<file path="config.mk">
export PLATFORM = sky130hd
export DESIGN_NAME = line_cache_sched
export DESIGN_NICKNAME = d
export VERILOG_FILES = /design/src/rtl/line_cache_sched.sv
export SDC_FILE = /design/constraint.sdc
export NUM_CORES = 1
export LEC_CHECK = 0
export CORE_MARGIN = 1.5
export CORE_UTILIZATION = 52
export CTS_CLUSTER_DIAMETER = 100
export CTS_CLUSTER_SIZE = 30
export DETAILED_ROUTE_END_ITERATION = 7
export PLACE_DENSITY = 0.85
export SYNTH_ARGS = -nofsm -noshare
export SYNTH_HDL_FRONTEND = slang
export SYNTH_SLANG_ARGS = --single-unit
export TNS_END_PERCENT = 30
</file>
<file path="constraint.sdc">
create_clock -name pxlClk -period 5.2 [get_ports pxlClk]
set_clock_uncertainty 0.2 [all_clocks]
set_input_delay 1.3 -clock pxlClk [delete_from_list [all_inputs] [get_ports pxlClk]]
set_output_delay 1.3 -clock pxlClk [all_outputs]
set_load 0.01 [all_outputs]
</file>
<file path="src/rtl/line_cache_sched.sv">
// Line cache bank scheduler between GBA capture and the HDMI image generator.
// Optional statistics counters are enabled by defining LINE_CACHE_STATS_EN.
module line_cache_sched #(
    parameter int NUM_BANKS   = 4,
    parameter int GBA_LINES   = 160,
    parameter int PRIME_LINES = 2
) (
    input  logic                         pxlClk,
    input  logic                         rst,
    input  logic                         wrFrameStart,
    input  logic                         wrLineDone,
    input  logic                         nextLine,
    input  logic                         cacheUpdate,
    output logic [$clog2(NUM_BANKS)-1:0] wrBank,
    output logic [$clog2(NUM_BANKS)-1:0] prevBank,
    output logic [$clog2(NUM_BANKS)-1:0] curBank,
    output logic [$clog2(NUM_BANKS)-1:0] nextBank,
    output logic                         sameLine,
    output logic                         newFrameOut,
    output logic [7:0]                   readLine,
    output logic                         overrun,
    output logic                         underrun
`ifdef LINE_CACHE_STATS_EN
    ,
    output logic [15:0]                  repeatCnt,
    output logic [7:0]                   resyncCnt
`endif
);

    localparam int BW = $clog2(NUM_BANKS);
    localparam logic [8:0] FULL    = 9'(GBA_LINES);
    localparam logic [8:0] LAST    = 9'(GBA_LINES - 1);
    localparam logic [8:0] PRIME_N = 9'(PRIME_LINES);

    typedef enum logic [1:0] {IDLE, PRIME, RUN, RESYNC} state_t;

    state_t          state, state_n;
    logic [8:0]      written, written_n;
    logic [BW-1:0]   wr_bank_n, prev_n, cur_n, next_n, wr_inc;
    logic [7:0]      read_n;
    logic [8:0]      rl9, rn9;
    logic            pending, pending_n;
    logic            start_pend, start_pend_n;
    logic            same_now, same_n, new_frame_n, over_n, under_n;

    always_comb begin
        state_n      = state;
        written_n    = written;
        wr_bank_n    = wrBank;
        prev_n       = prevBank;
        cur_n        = curBank;
        next_n       = nextBank;
        read_n       = readLine;
        pending_n    = pending;
        start_pend_n = start_pend;
        new_frame_n  = 1'b0;
        over_n       = overrun;
        under_n      = underrun;
        wr_inc       = wrBank + BW'(1);
        rl9          = {1'b0, readLine};

        // A completed write is accounted before any read-side decision this cycle.
        if (wrLineDone) begin
            wr_bank_n = wr_inc;
            if (written != FULL)
                written_n = written + 9'd1;
            if (state == RUN && wr_inc == prevBank)
                over_n = 1'b1;
        end

        same_now = (written_n <= rl9 + 9'd1) && (rl9 < LAST);
        if (nextLine && (state != RUN || same_now))
            under_n = 1'b1;

        case (state)
            IDLE: begin
                if (wrFrameStart) begin
                    state_n   = PRIME;
                    written_n = '0;
                    wr_bank_n = '0;
                end
            end
            PRIME: begin
                if (wrFrameStart) begin
                    written_n = '0;
                    wr_bank_n = '0;
                end else if (cacheUpdate && written_n >= PRIME_N) begin
                    state_n      = RUN;
                    prev_n       = '0;
                    cur_n        = '0;
                    next_n       = BW'(1);
                    read_n       = '0;
                    new_frame_n  = 1'b1;
                    pending_n    = 1'b0;
                    start_pend_n = 1'b0;
                end
            end
            RUN: begin
                if (wrFrameStart) begin
                    if (rl9 != LAST && written_n != FULL) begin
                        state_n   = RESYNC;
                        written_n = '0;
                        wr_bank_n = '0;
                        pending_n = 1'b0;
                    end else begin
                        // Regular vsync while the reader finishes the frame: prime once it is done.
                        start_pend_n = 1'b1;
                    end
                end
                if (state_n == RUN) begin
                    if (nextLine && !same_now && !pending) begin
                        if (rl9 == LAST) begin
                            if (start_pend_n) begin
                                state_n   = PRIME;
                                written_n = '0;
                                wr_bank_n = '0;
                            end else begin
                                state_n = IDLE;
                            end
                        end else begin
                            pending_n = 1'b1;
                        end
                    end
                    if (cacheUpdate && pending) begin
                        pending_n = 1'b0;
                        prev_n    = curBank;
                        cur_n     = nextBank;
                        read_n    = readLine + 8'd1;
                        next_n    = (rl9 + 9'd1 == LAST) ? nextBank : nextBank + BW'(1);
                    end
                end
            end
            RESYNC: begin
                if (cacheUpdate)
                    state_n = PRIME;
            end
            default: state_n = IDLE;
        endcase

        rn9    = {1'b0, read_n};
        same_n = (state_n != RUN) || ((written_n <= rn9 + 9'd1) && (rn9 < LAST));
    end

    always_ff @(posedge pxlClk) begin
        if (!rst) begin
            state       <= IDLE;
            written     <= '0;
            wrBank      <= '0;
            prevBank    <= '0;
            curBank     <= '0;
            nextBank    <= BW'(1);
            readLine    <= '0;
            pending     <= 1'b0;
            start_pend  <= 1'b0;
            sameLine    <= 1'b0;
            newFrameOut <= 1'b0;
            overrun     <= 1'b0;
            underrun    <= 1'b0;
        end else begin
            state       <= state_n;
            written     <= written_n;
            wrBank      <= wr_bank_n;
            prevBank    <= prev_n;
            curBank     <= cur_n;
            nextBank    <= next_n;
            readLine    <= read_n;
            pending     <= pending_n;
            start_pend  <= start_pend_n;
            sameLine    <= same_n;
            newFrameOut <= new_frame_n;
            overrun     <= over_n;
            underrun    <= under_n;
        end
    end

`ifdef LINE_CACHE_STATS_EN
    always_ff @(posedge pxlClk) begin
        if (!rst) begin
            repeatCnt <= '0;
            resyncCnt <= '0;
        end else begin
            if (state == RUN && cacheUpdate && sameLine && repeatCnt != 16'hFFFF)
                repeatCnt <= repeatCnt + 16'd1;
            if (state == RUN && state_n == RESYNC && resyncCnt != 8'hFF)
                resyncCnt <= resyncCnt + 8'd1;
        end
    end
`endif

endmodule

</file>
==> run metrics, run 1 <==
Worst Setup SP=wrLineDone; DRC violations left=0; RR Endpoint=sameLine; count of flip-flops with a built-in enable after synthesis=0; DR WL/cell=17.3 microns; YS warnings=0; via/cell ratio=6.10; Max Buffers Root-to-Sink=2; sequential share of power=40.9%; hold buffers post-CTS=0; syn_nets=379; Num CTS Buffers=5; largest net degree at the start of global routing=18; Min Hold Slack=0.267 ns; # rows=25; Power Internal=453 uW; DR vias=2926; most frequent cells in the layout=nor2_1 (52), buf_4 (46), dfxtp_1 (33); DP Area=3310 sq um; start of the worst register-to-register path=written[1]; Net Switching=216 uW; Critical Path Source Type=primary input; global-route wire length before repair=12400 microns; # setup viols final=1; final instance area=3520 sq um; layout cells sized above 1=19.6%; Starting Density=55.5%; Critical Path Sink Type=register; clock sinks=33; Final min period=5.31 ns; Synth Flop Type=dfxtp_1; setup slack, reg-to-reg=0.18 ns; Net Sw Frac=32.3%; initial antenna violation count=0; Pwr Density=190 nW/um^2; CTS tree=built; combinational power share=28.7%; Nets=446; synthesis-stage register bit count=33; syn_area_per_cell=7.77 sq um; layout overhead on the synthesized area=30.8%; Reg clk slew, reported paths=0.07 ns; Final WS setup=-0.111 ns; sequential fraction of the synthesis area=24.6%; drt first pass iters=5; Slew headroom=59.8%; R2R depth=23; Port-buffer cells=25; failing checks=setup timing; HP Class=register to register; most common cell after layout, fill and taps aside=nor2_1; LEAKAGE=0.00141 uW; DP Wirelength=5940 microns; Max Freq=0.188 GHz; worst ir drop on vdd=0.000177 V; CP Max Fanout=4; clock share of power=30.4%; Routability Congestion=0.974; Core ar.=4850 sq um; synth unique cells=62; GRT Util Overall=29.4%; setup tns final=-0.111 ns; Final Max Slew Viols=0; status=complete, but fails checks; Synth Cell Area=2690 sq um; fraction of registers with async set/reset=0%; Die Span Y=74.9 microns; ratio of final minimum period to clock period=102%; Detailed Route WL=8310 microns; Ports=26; WP data arrival=5.35 ns; CP required=5.24 ns; antenna cell count=0; Die X=74.9 microns; Crit Path Class=primary input to register; CTS Root Cell=clkbuf_8; worst-margin pin slew=0.603 ns; vias in the first global route=2684; RSZ-0062 raised after global routing=yes; Iter 0 DRT Violations=218; CP endpoint=sameLine; grt ovf=0; Cells after Synth=346; Clk Latency, worst-skew pair=0.30 ns; Final Hold Fails=0; die area=5610 sq um; max-cap violation count=0; Antenna Nets Post-Route=0; H-tree lvl count=2
kinds of logic (layout without fill, tap and decap cells):
group / after synthesis / in the layout / share of synthesized area [%]
xor+xnor: 24 / 24 / 7.81
buf+inv: 39 / 106 / 5.86
compound gates: 78 / 78 / 22.3
mux: 4 / 4 / 1.58
flops: 33 / 33 / 24.6
simple gates: 141 / 141 / 25.3
fa+ha+maj: 27 / 27 / 12.6
cells in the mapped netlist (all sizes together), types with 11 or more instances:
library cell  number  area share, %
nor2              53            7.4
dfxtp             33             25
nand2             29            4.0
ha                27             13
inv               26            3.6
a21oi             16            3.5
o21ai             14            2.6
xnor2             13            4.2
nand3             11            2.0
xor2              11            3.6
through the flow:
| step | utilization, % | std cells | setup WS, ns | total power [uW] |
|---|---|---|---|---|
| 2_1_floorplan | - | 346 | -0.264 | 388 |
| 3_3_place_gp | 68.2 | 466 | -0.623 | 450 |
| 3_5_place_dp | 68.2 | 466 | -0.723 | 455 |
| 4_1_cts | 70.2 | 475 | 0.0359 | 655 |
| 5_1_grt | 72.6 | 480 | -0.196 | 695 |
| 6_report | 72.6 | 480 | -0.111 | 669 |
worst min-delay path by stage:
stage                        start  endpoint  cells after the start
after detailed placement  underrun  underrun                      1
after CTS                 underrun  underrun                      1
after global placement    underrun  underrun                      1
after floorplan            pending   pending                      2
final                     underrun  underrun                      1
after global routing      underrun  underrun                      1
final cells by class:
| cell class | count | area, sq um |
|---|---|---|
| multi-input cells | 274 | 1970 |
| fillers | 336 | 1330 |
| flip-flops and latches | 33 | 661 |
| repair buffers | 72 | 617 |
| inverters | 27 | 101 |
| clock buffers | 7 | 86.3 |
| well taps | 67 | 83.8 |
worst max-delay path: stages:
cell and delay (ns):
buf_12 0.10, mux2i_4 0.24, inv_2 0.08, o32ai_4 0.26, nand4_2 0.15, o41a_4 0.50, a21oi_4 0.21, o21bai_4 0.07
mux2_4 0.30, ha_4 0.27, inv_2 0.04, ha_4 0.20, nor2b_1 0.13, o21a_1 0.18, o21a_1 0.17, o21a_1 0.18
o21a_1 0.20, o21a_1 0.19, o21ai_1 0.19, a21oi_1 0.10, a21oi_1 0.14, o31a_1 0.15
routing by layer:
metal	wire length (microns)	share of wire, %	vias up	global-route usage [%]
met5	0	0	-	0
met4	441	5.3	0	16.4
met3	740	8.9	40	6.02
met2	3890	47	189	47.5
met1	3240	39	1344	36.5
li1	-	-	1353	-
sequential cells by signal, summed over array words and instances (netlist names), 2 cells and up:
signal and count:
wrBank 2, state 2, prevBank 2, curBank 2, written 9, readLine 8
nextBank 2
power by group through the flow:
stage / combinational (uW) / sequential (uW) / clock [uW]
after floorplan: 109 / 279 / 0
after global placement: 172 / 278 / 0
after detailed placement: 177 / 278 / 0
after CTS: 178 / 273 / 204
after global routing: 206 / 274 / 215
final: 192 / 274 / 204
timing repair:
item	4_1_cts	5_1_grt
pin swaps	1	13
buffers inserted	2	5
endpoints found under the setup margin	1	1
resized for setup	5	15
Note: power is estimated with default switching activity, not from simulation.
==> run 2: changes to the inputs <==
--- a/config.mk
+++ b/config.mk
@@ -5,12 +5,14 @@
 export SDC_FILE = /design/constraint.sdc
 export NUM_CORES = 1
 export LEC_CHECK = 0
+export CELL_PAD_IN_SITES_DETAIL_PLACEMENT = 0
+export CELL_PAD_IN_SITES_GLOBAL_PLACEMENT = 1
 export CORE_MARGIN = 1.5
-export CORE_UTILIZATION = 52
+export CORE_UTILIZATION = 39
 export CTS_CLUSTER_DIAMETER = 100
 export CTS_CLUSTER_SIZE = 30
 export DETAILED_ROUTE_END_ITERATION = 7
-export PLACE_DENSITY = 0.85
+export PLACE_DENSITY = 0.86
 export SYNTH_ARGS = -nofsm -noshare
 export SYNTH_HDL_FRONTEND = slang
 export SYNTH_SLANG_ARGS = --single-unit
==> run 2 against run 1 <==
  * The flow now finishes without violations
  * Worst hold slack better by 0.0020 ns
  * Maximum frequency is 5.7% higher
  * Critical endpoint unchanged
  * Largest cell class unchanged
  * Highest routed layer unchanged
  * Via count is 6.2% lower
  * Clock power is 3% lower
==> run metrics, run 2 (same netlist as run 1, synthesis figures left out) <==
RSZ-0062 raised after global routing=yes (unchanged); Worst Setup SP=wrLineDone (unchanged); setup slack, reg-to-reg=0.51 ns (was 0.18 ns); Critical Path Source Type=primary input (unchanged); Detailed Route WL=7780 microns (was 8310 microns); Core Util, Final=53.0% (was 72.6%); most common cell after layout, fill and taps aside=buf_4 (was nor2_1); Antenna Nets Post-Route=0 (unchanged); R2R depth=23 (unchanged); DR vias=2744 (was 2926); grt ovf=0 (unchanged); Crit Path Class=primary input to register (unchanged); final instance area=3560 sq um (was 3520 sq um); max-cap violation count=0 (unchanged); non-filler cells, final=501 (was 480); HP Class=register to register (unchanged); Net Switching=219 uW (was 216 uW); FILL cells=651 (was 336); DR WL/cell=15.5 microns (was 17.3 microns); Nets=453 (was 446); DP Area=3400 sq um (was 3310 sq um); Die Span Y=86.1 microns (was 74.9 microns); Max Buffers Root-to-Sink=2 (unchanged); combinational power share=29.3% (was 28.7%); number of cells after detailed placement=489 (was 466); Iter 0 DRT Violations=132 (was 218); global-route wire length before repair=12600 microns (was 12400 microns); Ports=26 (unchanged); CP required=5.24 ns (about the same); DRC violations left=0 (unchanged); drt first pass iters=5 (unchanged); initial antenna violation count=0 (unchanged); start of the worst register-to-register path=written[0] (was written[1]); Final min period=5.03 ns (was 5.31 ns); DP Wirelength=6130 microns (was 5940 microns); RR Endpoint=sameLine (unchanged); Num CTS Buffers=5 (unchanged); LEAKAGE=0.00143 uW (was 0.00141 uW); WP data arrival=5.06 ns (was 5.35 ns); status=finished, final reports clean (was complete, but fails checks); Routability Congestion=0.917 (was 0.974); CP endpoint=sameLine (unchanged); Slew headroom=54.6% (was 59.8%); Final Hold Fails=0 (unchanged); via/cell ratio=5.48 (was 6.10); CTS tree=built (unchanged); max FFs per register=9 (unchanged); GRT Util Overall=21.8% (was 29.4%); vias in the first global route=2670 (was 2684); Reg clk slew, reported paths=0.08 ns (was 0.07 ns); H-tree lvl count=2 (unchanged); worst-margin pin slew=0.681 ns (was 0.603 ns); area of the multi-input gates=1950 sq um (was 1970 sq um); Max Freq=0.199 GHz (was 0.188 GHz); ratio of final minimum period to clock period=96.6% (was 102%); Starting Density=40.0% (was 55.5%); Pwr Density=187 nW/um^2 (was 190 nW/um^2); Min Hold Slack=0.269 ns (was 0.267 ns); Die X=86.1 microns (was 74.9 microns); largest registers=written: 9 flops, readLine: 8 flops (unchanged); CP Max Fanout=4 (unchanged); Reg area=661 sq um (unchanged); antenna cell count=0 (unchanged); clock sinks=33 (unchanged); die area=7400 sq um (was 5610 sq um); # setup viols final=0 (was 1); CTS Root Cell=clkbuf_8 (unchanged); layout cells sized above 1=20.9% (was 19.6%); clock share of power=29.6% (was 30.4%); layout overhead on the synthesized area=32.3% (was 30.8%); worst ir drop on vdd=0.000142 V (was 0.000177 V); Core ar.=6720 sq um (was 4850 sq um); Reg with most FFs=written (unchanged); most frequent cells in the layout=buf_4 (54), nor2_1 (51), dfxtp_1 (33) (was nor2_1 (52), buf_4 (46), dfxtp_1 (33)); Power Total=665 uW (was 669 uW); Port-buffer cells=25 (unchanged); largest net degree at the start of global routing=18 (unchanged); Final Max Slew Viols=0 (unchanged); Critical Path Sink Type=register (unchanged); sequential share of power=41.1% (was 40.9%); # rows=30 (was 25); Clk Latency, worst-skew pair=0.29 ns (was 0.30 ns); Power Internal=446 uW (was 453 uW); Net Sw Frac=32.9% (was 32.3%)
## run 2: routing by layer
layer | part of all wire [%] | wire, microns | up-vias | global-route usage (%)
met5 | 0 | 0 | - | 0
met4 | 2.6 | 202 | 0 | 8.80
met3 | 5.4 | 423 | 15 | 3.95
met2 | 47 | 3620 | 86 | 36.1
met1 | 45 | 3530 | 1277 | 28.0
li1 | - | - | 1366 | -
## run 2: through the flow
| stage | setup TNS, ns | setup WS (ns) |
|---|---|---|
| floorplan | -0.264 | -0.264 |
| global route | -0.0274 | -0.0274 |
| finish | 0 | 0.175 |
| detailed placement | -0.615 | -0.615 |
| CTS | 0 | 0.0116 |
| global placement | -0.540 | -0.540 |
## run 2: how the worst min path moves through the flow
stage,to,from,cells after the start
global placement,overrun,overrun,2
floorplan,pending,pending,2
CTS,overrun,overrun,2
finish,overrun,overrun,2
global route,underrun,underrun,1
detailed placement,overrun,overrun,2
## run 2: timing repair
item,4_1_cts,5_1_grt
hold endpoints to repair,0,0
setup endpoints to repair,1,1
resized for setup,3,11
hold buffers,0,0
pin swaps,2,11
setup buffers,0,4
## run 2: worst max-delay path, cell delays in order
cell,delay [ns]
buf_6,0.10
mux2i_4,0.24
inv_2,0.06
o32ai_2,0.22
nand4_2,0.14
o41a_4,0.54
a21oi_4,0.22
o21bai_4,0.09
mux2_4,0.30
ha_4,0.26
inv_2,0.04
ha_4,0.20
nor2b_1,0.12
o21a_1,0.16
o21a_1,0.16
o21a_1,0.16
o21a_1,0.16
o21a_1,0.16
o21ai_1,0.12
a21oi_1,0.08
a21oi_1,0.12
o31a_1,0.12
## run 2: area by class of cell
| cell class | instances | area share, % |
|---|---|---|
| Tap cell | 80 | 2.81 |
| Multi-Input combinational cell | 274 | 54.9 |
| Sequential cell | 33 | 18.6 |
| Clock buffer | 5 | 1.93 |
| Timing Repair Buffer | 79 | 18.5 |
| Clock inverter | 3 | 0.492 |
| Inverter | 27 | 2.85 |
## run 2: power by group through the flow
stage | Sequential (uW) | Clock [uW] | Combinational, uW
2_1_floorplan | 279 | 0 | 109
3_3_place_gp | 279 | 0 | 183
3_5_place_dp | 279 | 0 | 184
4_1_cts | 273 | 200 | 185
5_1_grt | 275 | 209 | 216
6_report | 273 | 197 | 195
==> run 3: changes to the inputs <==
==> constraint.sdc (replaced) <==
create_clock -name pxlClk -period 5.2 [get_ports pxlClk]
set_clock_uncertainty 0.2 [all_clocks]
set_input_delay 1.3 -clock pxlClk [delete_from_list [all_inputs] [get_ports pxlClk]]
set_output_delay 1.3 -clock pxlClk [all_outputs]
set_load 0.005 [all_outputs]
==> results of run 3 <==
Same layout as run 2 (identical final DEF). Status: finished, final reports clean.
Among the figures that moved: total power 665 uW -> 663 uW
